### src/rtl/seg7_scan_ctrl.sv
// Multiplexed 7-segment scan controller: double-buffered hex digits with decimal
// points, blanking, leading-zero suppression and PWM brightness per digit slot.
module seg7_scan_ctrl #(
   parameter int NUM_DIGITS = 8,
   parameter int SCAN_DIV   = 32768,
   parameter int BRIGHT_W   = 4,
   parameter bit ACTIVE_LOW = 1'b1
) (
   input  logic                    clk,
   input  logic                    reset,
   input  logic [4*NUM_DIGITS-1:0] data_in,
   input  logic [NUM_DIGITS-1:0]   dp_in,
   input  logic [NUM_DIGITS-1:0]   blank_in,
   input  logic                    lz_suppress,
   input  logic [BRIGHT_W-1:0]     brightness,
   input  logic                    load,
   output logic [6:0]              seg,
   output logic                    dp,
   output logic [NUM_DIGITS-1:0]   an,
   output logic                    frame_done
);

   localparam int SLOT_W = $clog2(SCAN_DIV);
   localparam int DIG_W  = $clog2(NUM_DIGITS);

   localparam logic [SLOT_W-1:0]     SLOT_LAST = SLOT_W'(SCAN_DIV - 1);
   localparam logic [DIG_W-1:0]      DIG_LAST  = DIG_W'(NUM_DIGITS - 1);
   localparam logic [6:0]            SEG_OFF   = {7{ACTIVE_LOW}};
   localparam logic [NUM_DIGITS-1:0] AN_OFF    = {NUM_DIGITS{ACTIVE_LOW}};
   localparam logic                  DP_OFF    = ACTIVE_LOW;

   logic [SLOT_W-1:0]     slot_reg;
   logic [DIG_W-1:0]      digit_reg;
   logic                  frame_done_reg;

   logic [4*NUM_DIGITS-1:0] pend_data_reg, act_data_reg;
   logic [NUM_DIGITS-1:0]   pend_dp_reg, act_dp_reg;
   logic [NUM_DIGITS-1:0]   pend_blank_reg, act_blank_reg;

   logic [6:0]            seg_reg, seg_next;
   logic [NUM_DIGITS-1:0] an_reg, an_next;
   logic                  dp_reg, dp_next;

   logic slot_wrap;
   logic boundary;

   assign slot_wrap = (slot_reg == SLOT_LAST);
   assign boundary  = slot_wrap && (digit_reg == DIG_LAST);

   // Scan counters and frame pulse
   always_ff @(posedge clk or posedge reset) begin
      if (reset) begin
         slot_reg       <= '0;
         digit_reg      <= '0;
         frame_done_reg <= 1'b0;
      end else begin
         slot_reg       <= slot_wrap ? '0 : slot_reg + 1'b1;
         frame_done_reg <= boundary;
         if (slot_wrap)
            digit_reg <= (digit_reg == DIG_LAST) ? '0 : digit_reg + 1'b1;
      end
   end

   // A load on the boundary cycle bypasses pending so the sample lands in this frame.
   always_ff @(posedge clk or posedge reset) begin
      if (reset) begin
         pend_data_reg  <= '0;
         pend_dp_reg    <= '0;
         pend_blank_reg <= '0;
         act_data_reg   <= '0;
         act_dp_reg     <= '0;
         act_blank_reg  <= '0;
      end else begin
         if (load) begin
            pend_data_reg  <= data_in;
            pend_dp_reg    <= dp_in;
            pend_blank_reg <= blank_in;
         end
         if (boundary) begin
            act_data_reg  <= load ? data_in  : pend_data_reg;
            act_dp_reg    <= load ? dp_in    : pend_dp_reg;
            act_blank_reg <= load ? blank_in : pend_blank_reg;
         end
      end
   end

   logic [NUM_DIGITS-1:0] upper_zero;
   logic [NUM_DIGITS-1:0] suppress;
   logic [NUM_DIGITS-1:0] onehot;

   genvar gi;
   generate
      for (gi = 0; gi < NUM_DIGITS; gi = gi + 1) begin : g_digit
         assign upper_zero[gi] = ~|act_data_reg[4*NUM_DIGITS-1:4*gi];
         assign onehot[gi]     = (digit_reg == DIG_W'(gi));
         if (gi == 0) begin : g_first
            assign suppress[gi] = 1'b0;
         end else begin : g_upper
            assign suppress[gi] = lz_suppress & upper_zero[gi] & ~act_dp_reg[gi];
         end
      end
   endgenerate

   // Segment patterns in the asserted-low view, bit order {g,f,e,d,c,b,a}
   function automatic logic [6:0] hex_to_seg_n(input logic [3:0] v);
      logic [6:0] s;
      case (v)
         4'h0: s = 7'b1000000;
         4'h1: s = 7'b1111001;
         4'h2: s = 7'b0100100;
         4'h3: s = 7'b0110000;
         4'h4: s = 7'b0011001;
         4'h5: s = 7'b0010010;
         4'h6: s = 7'b0000010;
         4'h7: s = 7'b1111000;
         4'h8: s = 7'b0000000;
         4'h9: s = 7'b0010000;
         4'hA: s = 7'b0001000;
         4'hB: s = 7'b0000011;
         4'hC: s = 7'b1000110;
         4'hD: s = 7'b0100001;
         4'hE: s = 7'b0000110;
         4'hF: s = 7'b0001110;
         default: s = 7'b1111111;
      endcase
      return s;
   endfunction

   logic [3:0] cur_nibble;
   logic       bright_on;
   logic       cur_dark;

   assign cur_nibble = act_data_reg[{digit_reg, 2'b00} +: 4];
   assign bright_on  = brightness > slot_reg[SLOT_W-1 -: BRIGHT_W];
   assign cur_dark   = ~bright_on | act_blank_reg[digit_reg] | suppress[digit_reg];

   always_comb begin
      seg_next = SEG_OFF;
      an_next  = AN_OFF;
      dp_next  = DP_OFF;
      if (!cur_dark) begin
         seg_next = hex_to_seg_n(cur_nibble) ^ {7{~ACTIVE_LOW}};
         an_next  = onehot ^ AN_OFF;
         dp_next  = act_dp_reg[digit_reg] ^ DP_OFF;
      end
   end

   always_ff @(posedge clk or posedge reset) begin
      if (reset) begin
         seg_reg <= SEG_OFF;
         an_reg  <= AN_OFF;
         dp_reg  <= DP_OFF;
      end else begin
         seg_reg <= seg_next;
         an_reg  <= an_next;
         dp_reg  <= dp_next;
      end
   end

   assign seg        = seg_reg;
   assign an         = an_reg;
   assign dp         = dp_reg;
   assign frame_done = frame_done_reg;

endmodule

### config.mk
export PLATFORM = sky130hd
export DESIGN_NAME = seg7_scan_ctrl
export DESIGN_NICKNAME = d
export VERILOG_FILES = /design/src/rtl/seg7_scan_ctrl.sv
export SDC_FILE = /design/constraint.sdc
export NUM_CORES = 1
export LEC_CHECK = 0
export ABC_AREA = 1
export CORE_UTILIZATION = 60
export DETAILED_ROUTE_END_ITERATION = 16
export GPL_TIMING_DRIVEN = 0
export HOLD_SLACK_MARGIN = 0.03
export PLACE_DENSITY_LB_ADDON = 0.2
export SLEW_MARGIN = 15
export SYNTH_ARGS = -nofsm -noshare
export SYNTH_HDL_FRONTEND = slang
export SYNTH_SLANG_ARGS = --single-unit
### constraint.sdc
create_clock -name clk -period 7.4 [get_ports clk]
set_input_delay 1.11 -clock clk [delete_from_list [all_inputs] [get_ports clk]]
set_output_delay 1.11 -clock clk [all_outputs]
set_load 0.02 [all_outputs]
==> flow_metrics.py, run 1 <==
metrics = {
    "run": {
        "cap_viol_max_count": 0,
    },
    "placed_design": {
        "port_buffers": 71,
        "hpwl_um": 9790,
        "place_ws_ns": 4.52,
        "gp_routability_congestion": 0.900,
    },
    "synthesis": {
        "yosysTopAreaCell": "dfrtp_1",
        "syn_nets": 737,
        "ys_seq_area_share_pct": 52.6,
        "synthFlopType": "dfrtp_1",
        "synth_cells": 664,
        "yosysWarnings": 0,
        "synth_top_area_share_pct": 45.9,
        "synth_area_per_cell_um2": 9.45,
        "ys_ff_latch": 131,
        "synth-edff-count": 0,
        "synth_cell_types": 34,
        "synth.most_common_cell": "nand2_1",
        "synth.area.top_cells": "dfrtp_1, nand2_1, mux2_2, dfstp_2, nand3_1",
        "syn-cell-area_um2": 6280,
        "synth-async-reset-ratio_pct": 100,
        "ys_top_cells_by_count": "nand2_1, dfrtp_1, inv_1, nand3_1, mux2_2",
    },
    "hold_path": {
        "hp-start": "slot_reg[0]",
        "hold_path.class": "register to register",
        "hold_end": "slot_reg[0]",
        "whs_path_depth": 1,
    },
    "timing": {
        "clock.fmax_ghz": 0.364,
        "period_needed_ns": 2.75,
        "final_hold_viol_count": 0,
        "fin_skew_ns": 0.00818,
        "rsz0062_at_grt": "false",
        "fin_ws_ns": 4.65,
        "maxSlewHeadroom_pct": 52.4,
        "worst_slew_pin_slew_ns": 0.714,
        "min_period_over_period_pct": 37.2,
        "finalSetupTns_ns": 0,
        "setup_viol": 0,
        "whs_ns": 0.471,
        "drv_slew": 0,
    },
    "clock_tree": {
        "post_cts_resized": 0,
        "hold_buffers": 0,
        "clkLatencyLatePin_ns": 0.53,
        "clockBufferDepth": 2,
        "numCtsBuffers": 17,
        "clock-sinks": 131,
        "htreeDepth": 4,
        "ctsRootBufferMaster": "clkbuf_8",
        "cts_tree": "built",
        "clkTransAtPathRegs_ns": 0.06,
        "cts_setup_buffers": 0,
    },
    "finish": {
        "seq_area_um2": 3300,
        "layout-drive-gt1-share_pct": 21.1,
        "syn_to_final_growth_pct": 23.3,
        "fin_nets": 828,
        "diodes": 0,
        "multiInputGateArea_um2": 2490,
        "post-route-util_pct": 77.7,
        "fillerInstances": 701,
    },
    "floorplan": {
        "initial_core_util_pct": 63.0,
        "pin_count": 73,
        "die_h_um": 104,
        "die_area_um2": 10900,
        "chipWidth_um": 104,
        "fp-row-count": 36,
        "core_area_um2": 9950,
    },
    "setup_path": {
        "crit_buf_inv": 1,
        "crit_chain": "clkdlybuf4s50_1",
        "reg2reg_depth": 14,
        "worst-endpoint-required_ns": 6.29,
        "cp_max_fo": 1,
        "reg2reg_slack_ns": 4.88,
        "crit_type": "register to primary output",
        "critPathSlowestCell": "clkdlybuf4s50_1",
        "critPathLaunchType": "register",
        "cp_top_family": "buffers and inverters",
        "max_stage_delay_ns": 0.60,
        "endpoint_kind": "primary output",
        "worstReg2RegStart": "digit_reg[0]",
        "regToRegEndpoint": "seg[0]",
        "cp_data_arrival_time_ns": 1.64,
    },
    "global_routing": {
        "grt_pass1_vias": 5040,
        "grt_start_max_net_pins": 79,
        "use_met3_pct": 5.20,
        "grt_most_used_layer": "met2",
        "grt_overflow_total": 0,
        "use_met1_pct": 35.5,
        "antenna_found_initial": 0,
        "use_met2_pct": 47.7,
        "grt_first_pass_wirelength_um": 23900,
        "grt_usage_pct": 28.4,
    },
    "power_and_ir_drop": {
        "finalPower_mw": 1.61,
        "max-vdd-ir-drop_mv": 0.150,
        "leakage_nw": 3.49,
        "power_density_nw_per_um2": 209,
    },
    "routing": {
        "vias_per_cell": 5.44,
        "drc": 0,
        "drt_iter0_markers": 300,
        "first_pass_iters": 5,
        "wl_per_cell_um": 15.8,
        "vias": 4893,
        "routed_wl_um": 14200,
        "ant_nets": 0,
    },
    "outcome": {
        "status": "completed",
    },
}
[cells in the final DEF (no fill, tap or decap), drive strengths merged]
| cell | netlist | routed |
|---|---|---|
| a211oi | 1 | 1 |
| a21oi | 10 | 10 |
| a31oi | 1 | 1 |
| buf | 23 | 24 |
| bufinv | 0 | 1 |
| clkbuf | 5 | 24 |
| clkdlybuf4s50 | 0 | 71 |
| clkinv | 0 | 2 |
| clkinvlp | 0 | 8 |
| dfrtp | 115 | 115 |
| dfstp | 16 | 16 |
| ha | 17 | 17 |
| inv | 82 | 83 |
| mux2 | 48 | 48 |
| nand2 | 170 | 170 |
| nand3 | 59 | 59 |
| nand4 | 4 | 4 |
| nor2 | 32 | 32 |
| nor3 | 4 | 4 |
| nor3b | 1 | 1 |
| nor4 | 6 | 6 |
| o21a | 1 | 1 |
| o21ai | 60 | 60 |
| xnor2 | 2 | 2 |
| xor2 | 7 | 7 |
[where the power goes]
group | internal (mW) | switching, mW
clock network | 0.460 | 0.313
registers | 0.743 | 0.00669
logic | 0.0520 | 0.0400
[cell type report]
type,instances,area share [%]
Inverter,82,4.04
Sequential cell,131,42.6
Tap cell,133,2.15
Clock inverter,12,1.41
Timing Repair Buffer,72,9.54
Multi-Input combinational cell,423,32.1
Clock buffer,19,5.71
Buffer,28,2.38
[worst max-delay path by stage]
stage | from | to | cells after the start
finish | an[2] | an[2] | 1
global route | an[1] | an[1] | 1
CTS | an[0] | an[0] | 1
detailed placement | brightness[3] | seg[2] | 7
global placement | reset | pend_data_reg[14] | 2
floorplan | reset | act_blank_reg[0] | 1
[metrics by stage]
stage | instances | instance area [um2]
2_1_floorplan | 664 | 6280
3_3_place_gp | 868 | 7150
3_5_place_dp | 869 | 7190
4_1_cts | 900 | 7740
5_1_grt | 900 | 7740
6_report | 900 | 7740
[routing by layer]
layer,wire length [um],vias to the layer above
li1,-,2314
met4,389,0
met1,5910,2365
met5,0,-
met3,781,38
met2,7160,176
[kinds of logic after synthesis]
group | synth area share, %
multiplexers | 8.61
buffers and inverters | 7.83
adder cells (fa/ha/maj) | 3.39
flip-flops | 52.6
XOR/XNOR | 1.26
AND/OR/NAND/NOR | 19.4
AO/OA/AOI/OAI | 6.94
(Power assumes the default switching activity.)
==> run 2: changes to the inputs <==
--- a/config.mk
+++ b/config.mk
@@ -6,7 +6,7 @@
 export NUM_CORES = 1
 export LEC_CHECK = 0
 export ABC_AREA = 1
-export CORE_UTILIZATION = 60
+export CORE_UTILIZATION = 56
 export DETAILED_ROUTE_END_ITERATION = 16
 export GPL_TIMING_DRIVEN = 0
 export HOLD_SLACK_MARGIN = 0.03
==> constraint.sdc (replaced) <==
create_clock -name clk -period 2.68 [get_ports clk]
set_input_delay 0.402 -clock clk [delete_from_list [all_inputs] [get_ports clk]]
set_output_delay 0.402 -clock clk [all_outputs]
set_load 0.02 [all_outputs]
==> run 2 against run 1 <==
Net effect: core utilization fell by 4.9 points; first-iteration DRC count rose by 5.7%; final area rose by 2.5%; clock skew fell by 0.0016 ns; die area rose by 7.0%; worst hold slack got worse by 0.27 ns; via count fell by 1.6%; sequential power rose to 2.8 times the previous value; non-clock buffer count rose by 3; routed wire length rose by 0.16%; total power rose to 3.1 times the previous value.
==> flow_metrics.py, run 2 (synthesis gave the netlist of run 1 again) <==
metrics = {
    "setup_path": {
        "max_stage_delay_ns": 0.43,
        "crit_type": "register to register",
        "cp_data_arrival_time_ns": 2.85,
        "reg2reg_depth": 14,
        "critPathLaunchType": "register",
        "crit_buf_inv": 4,
        "endpoint_kind": "register",
        "crit_chain": "buf_6 > inv_2 > buf_4 > nand2_1 > nand3_1 > nand2_1 > o21ai_0 > ha_1 > nand3_1 > nand2_1 > nand2_1 > nand2_1 > inv_1 > nand3_1",
        "cp.depth": 14,
        "critPathSlowestCell": "o21ai_0",
        "reg2reg_slack_ns": 0.30,
        "worst-endpoint-required_ns": 3.14,
        "crit_top_cell": "nand2_1",
        "cp_max_fo": 11,
        "cp_top_family": "simple AND/OR/NAND/NOR gates",
    },
    "placed_design": {
        "port_buffers": 71,
        "place_ws_ns": 0.367,
        "gp_routability_congestion": 0.883,
        "hpwl_um": 9910,
        "place_inst": 879,
    },
    "routing": {
        "vias_per_cell": 5.29,
        "drt_iter0_markers": 317,
        "vias": 4815,
        "drc": 0,
        "wl_per_cell_um": 15.7,
        "ant_nets": 0,
        "first_pass_iters": 6,
        "routed_wl_um": 14300,
    },
    "clock_tree": {
        "ctsRootBufferMaster": "clkbuf_8",
        "cts_tree": "built",
        "post_cts_resized": 0,
        "htreeDepth": 4,
        "clock-sinks": 131,
        "clkLatencyLatePin_ns": 0.53,
        "numCtsBuffers": 17,
        "cts_setup_buffers": 0,
        "clkTransAtPathRegs_ns": 0.06,
        "clockBufferDepth": 2,
        "hold_buffers": 0,
    },
    "finish": {
        "final_common_cell": "nand2_1",
        "seq_area_um2": 3300,
        "fin_nets": 831,
        "multiInputGateArea_um2": 2490,
        "layout-drive-gt1-share_pct": 21.0,
        "final_cells": 911,
        "diodes": 0,
        "syn_to_final_growth_pct": 26.3,
        "fillerInstances": 816,
        "final_cell_mix": "nand2_1, dfrtp_1, inv_1, clkdlybuf4s50_1, nand3_1",
    },
    "timing": {
        "whs_ns": 0.199,
        "clock.fmax_ghz": 0.420,
        "worst_slew_pin_slew_ns": 0.689,
        "finalSetupTns_ns": 0,
        "final_hold_viol_count": 0,
        "period_needed_ns": 2.38,
        "fin_skew_ns": 0.00658,
        "fin_ws_ns": 0.296,
        "maxSlewHeadroom_pct": 54.0,
        "rsz0062_at_grt": "false",
        "setup_viol": 0,
        "drv_slew": 0,
        "min_period_over_period_pct": 88.9,
    },
    "global_routing": {
        "grt_overflow_total": 0,
        "grt_usage_pct": 27.4,
        "antenna_found_initial": 0,
        "grt_start_max_net_pins": 39,
        "grt_first_pass_wirelength_um": 24100,
        "grt_pass1_vias": 5098,
    },
    "power_and_ir_drop": {
        "power_density_nw_per_um2": 624,
        "leakage_nw": 3.59,
        "max-vdd-ir-drop_mv": 0.439,
    },
    "floorplan": {
        "pin_count": 73,
        "chipWidth_um": 108,
        "die_area_um2": 11600,
        "fp-row-count": 38,
        "initial_core_util_pct": 57.6,
        "core_area_um2": 10900,
        "die_h_um": 108,
    },
    "outcome": {
        "status": "completed",
    },
    "hold_path": {
        "hold_path.class": "primary input to asynchronous set/reset pin",
    },
    "run": {
        "cap_viol_max_count": 0,
    },
}
==> run 2: layout make-up <==
cell class              count  area share [%]
flip-flops and latches    131            41.6
multi-input cells         423            31.4
repair buffers             75            10.2
clock buffers              23            5.89
inverters                  82            3.93
clock inverters             9            2.51
plain buffers              28            2.32
well taps                 140            2.21
==> run 2: per-layer routing <==
metal  up-vias  GRT usage [%]  routed length [um]
li1       2324              -                   -
met1      2301           34.0                6180
met2       153           46.1                6980
met3        37           5.57                 725
met4         0           12.4                 378
met5         -              0                   0
==> run 2: worst paths after layout <==
| kind | endpoint | from |
|---|---|---|
| worst max-delay path | seg[0] | digit_reg[0] |
| worst min-delay path | act_data_reg[24] | reset |
| worst max register to register | seg[0] | digit_reg[0] |
| worst min register to register | slot_reg[0] | slot_reg[0] |
| max in group asynchronous | seg[6] | reset |
| min in group clk | pend_data_reg[19] | load |
==> run 2: worst reg2reg max path, stage by stage (launching register included) <==
cell and delay [ns]:
dfrtp_1 0.41, buf_6 0.15, inv_2 0.11, buf_4 0.22
nand2_1 0.07, nand3_1 0.08, nand2_1 0.12, o21ai_0 0.43
ha_1 0.28, nand3_1 0.14, nand2_1 0.10, nand2_1 0.05
nand2_1 0.05, inv_1 0.04, nand3_1 0.07
==> run 2: report_power, final <==
part / leakage, nW / internal [mW] / switching (mW) / total (mW)
Clock: 0.316 / 1.77 / 0.834 / 2.61
Combinational: 1.87 / 0.153 / 0.116 / 0.270
Sequential: 1.40 / 2.05 / 0.0202 / 2.07
==> run 2: metrics by stage <==
stage	instance area, um2	power (mW)	util (%)
3_5_place_dp	7260	2.38	66.7
2_1_floorplan	6280	2.24	-
3_3_place_gp	7170	2.34	65.8
5_1_grt	7930	5.08	72.8
6_report	7930	4.95	72.8
4_1_cts	7930	4.98	72.8
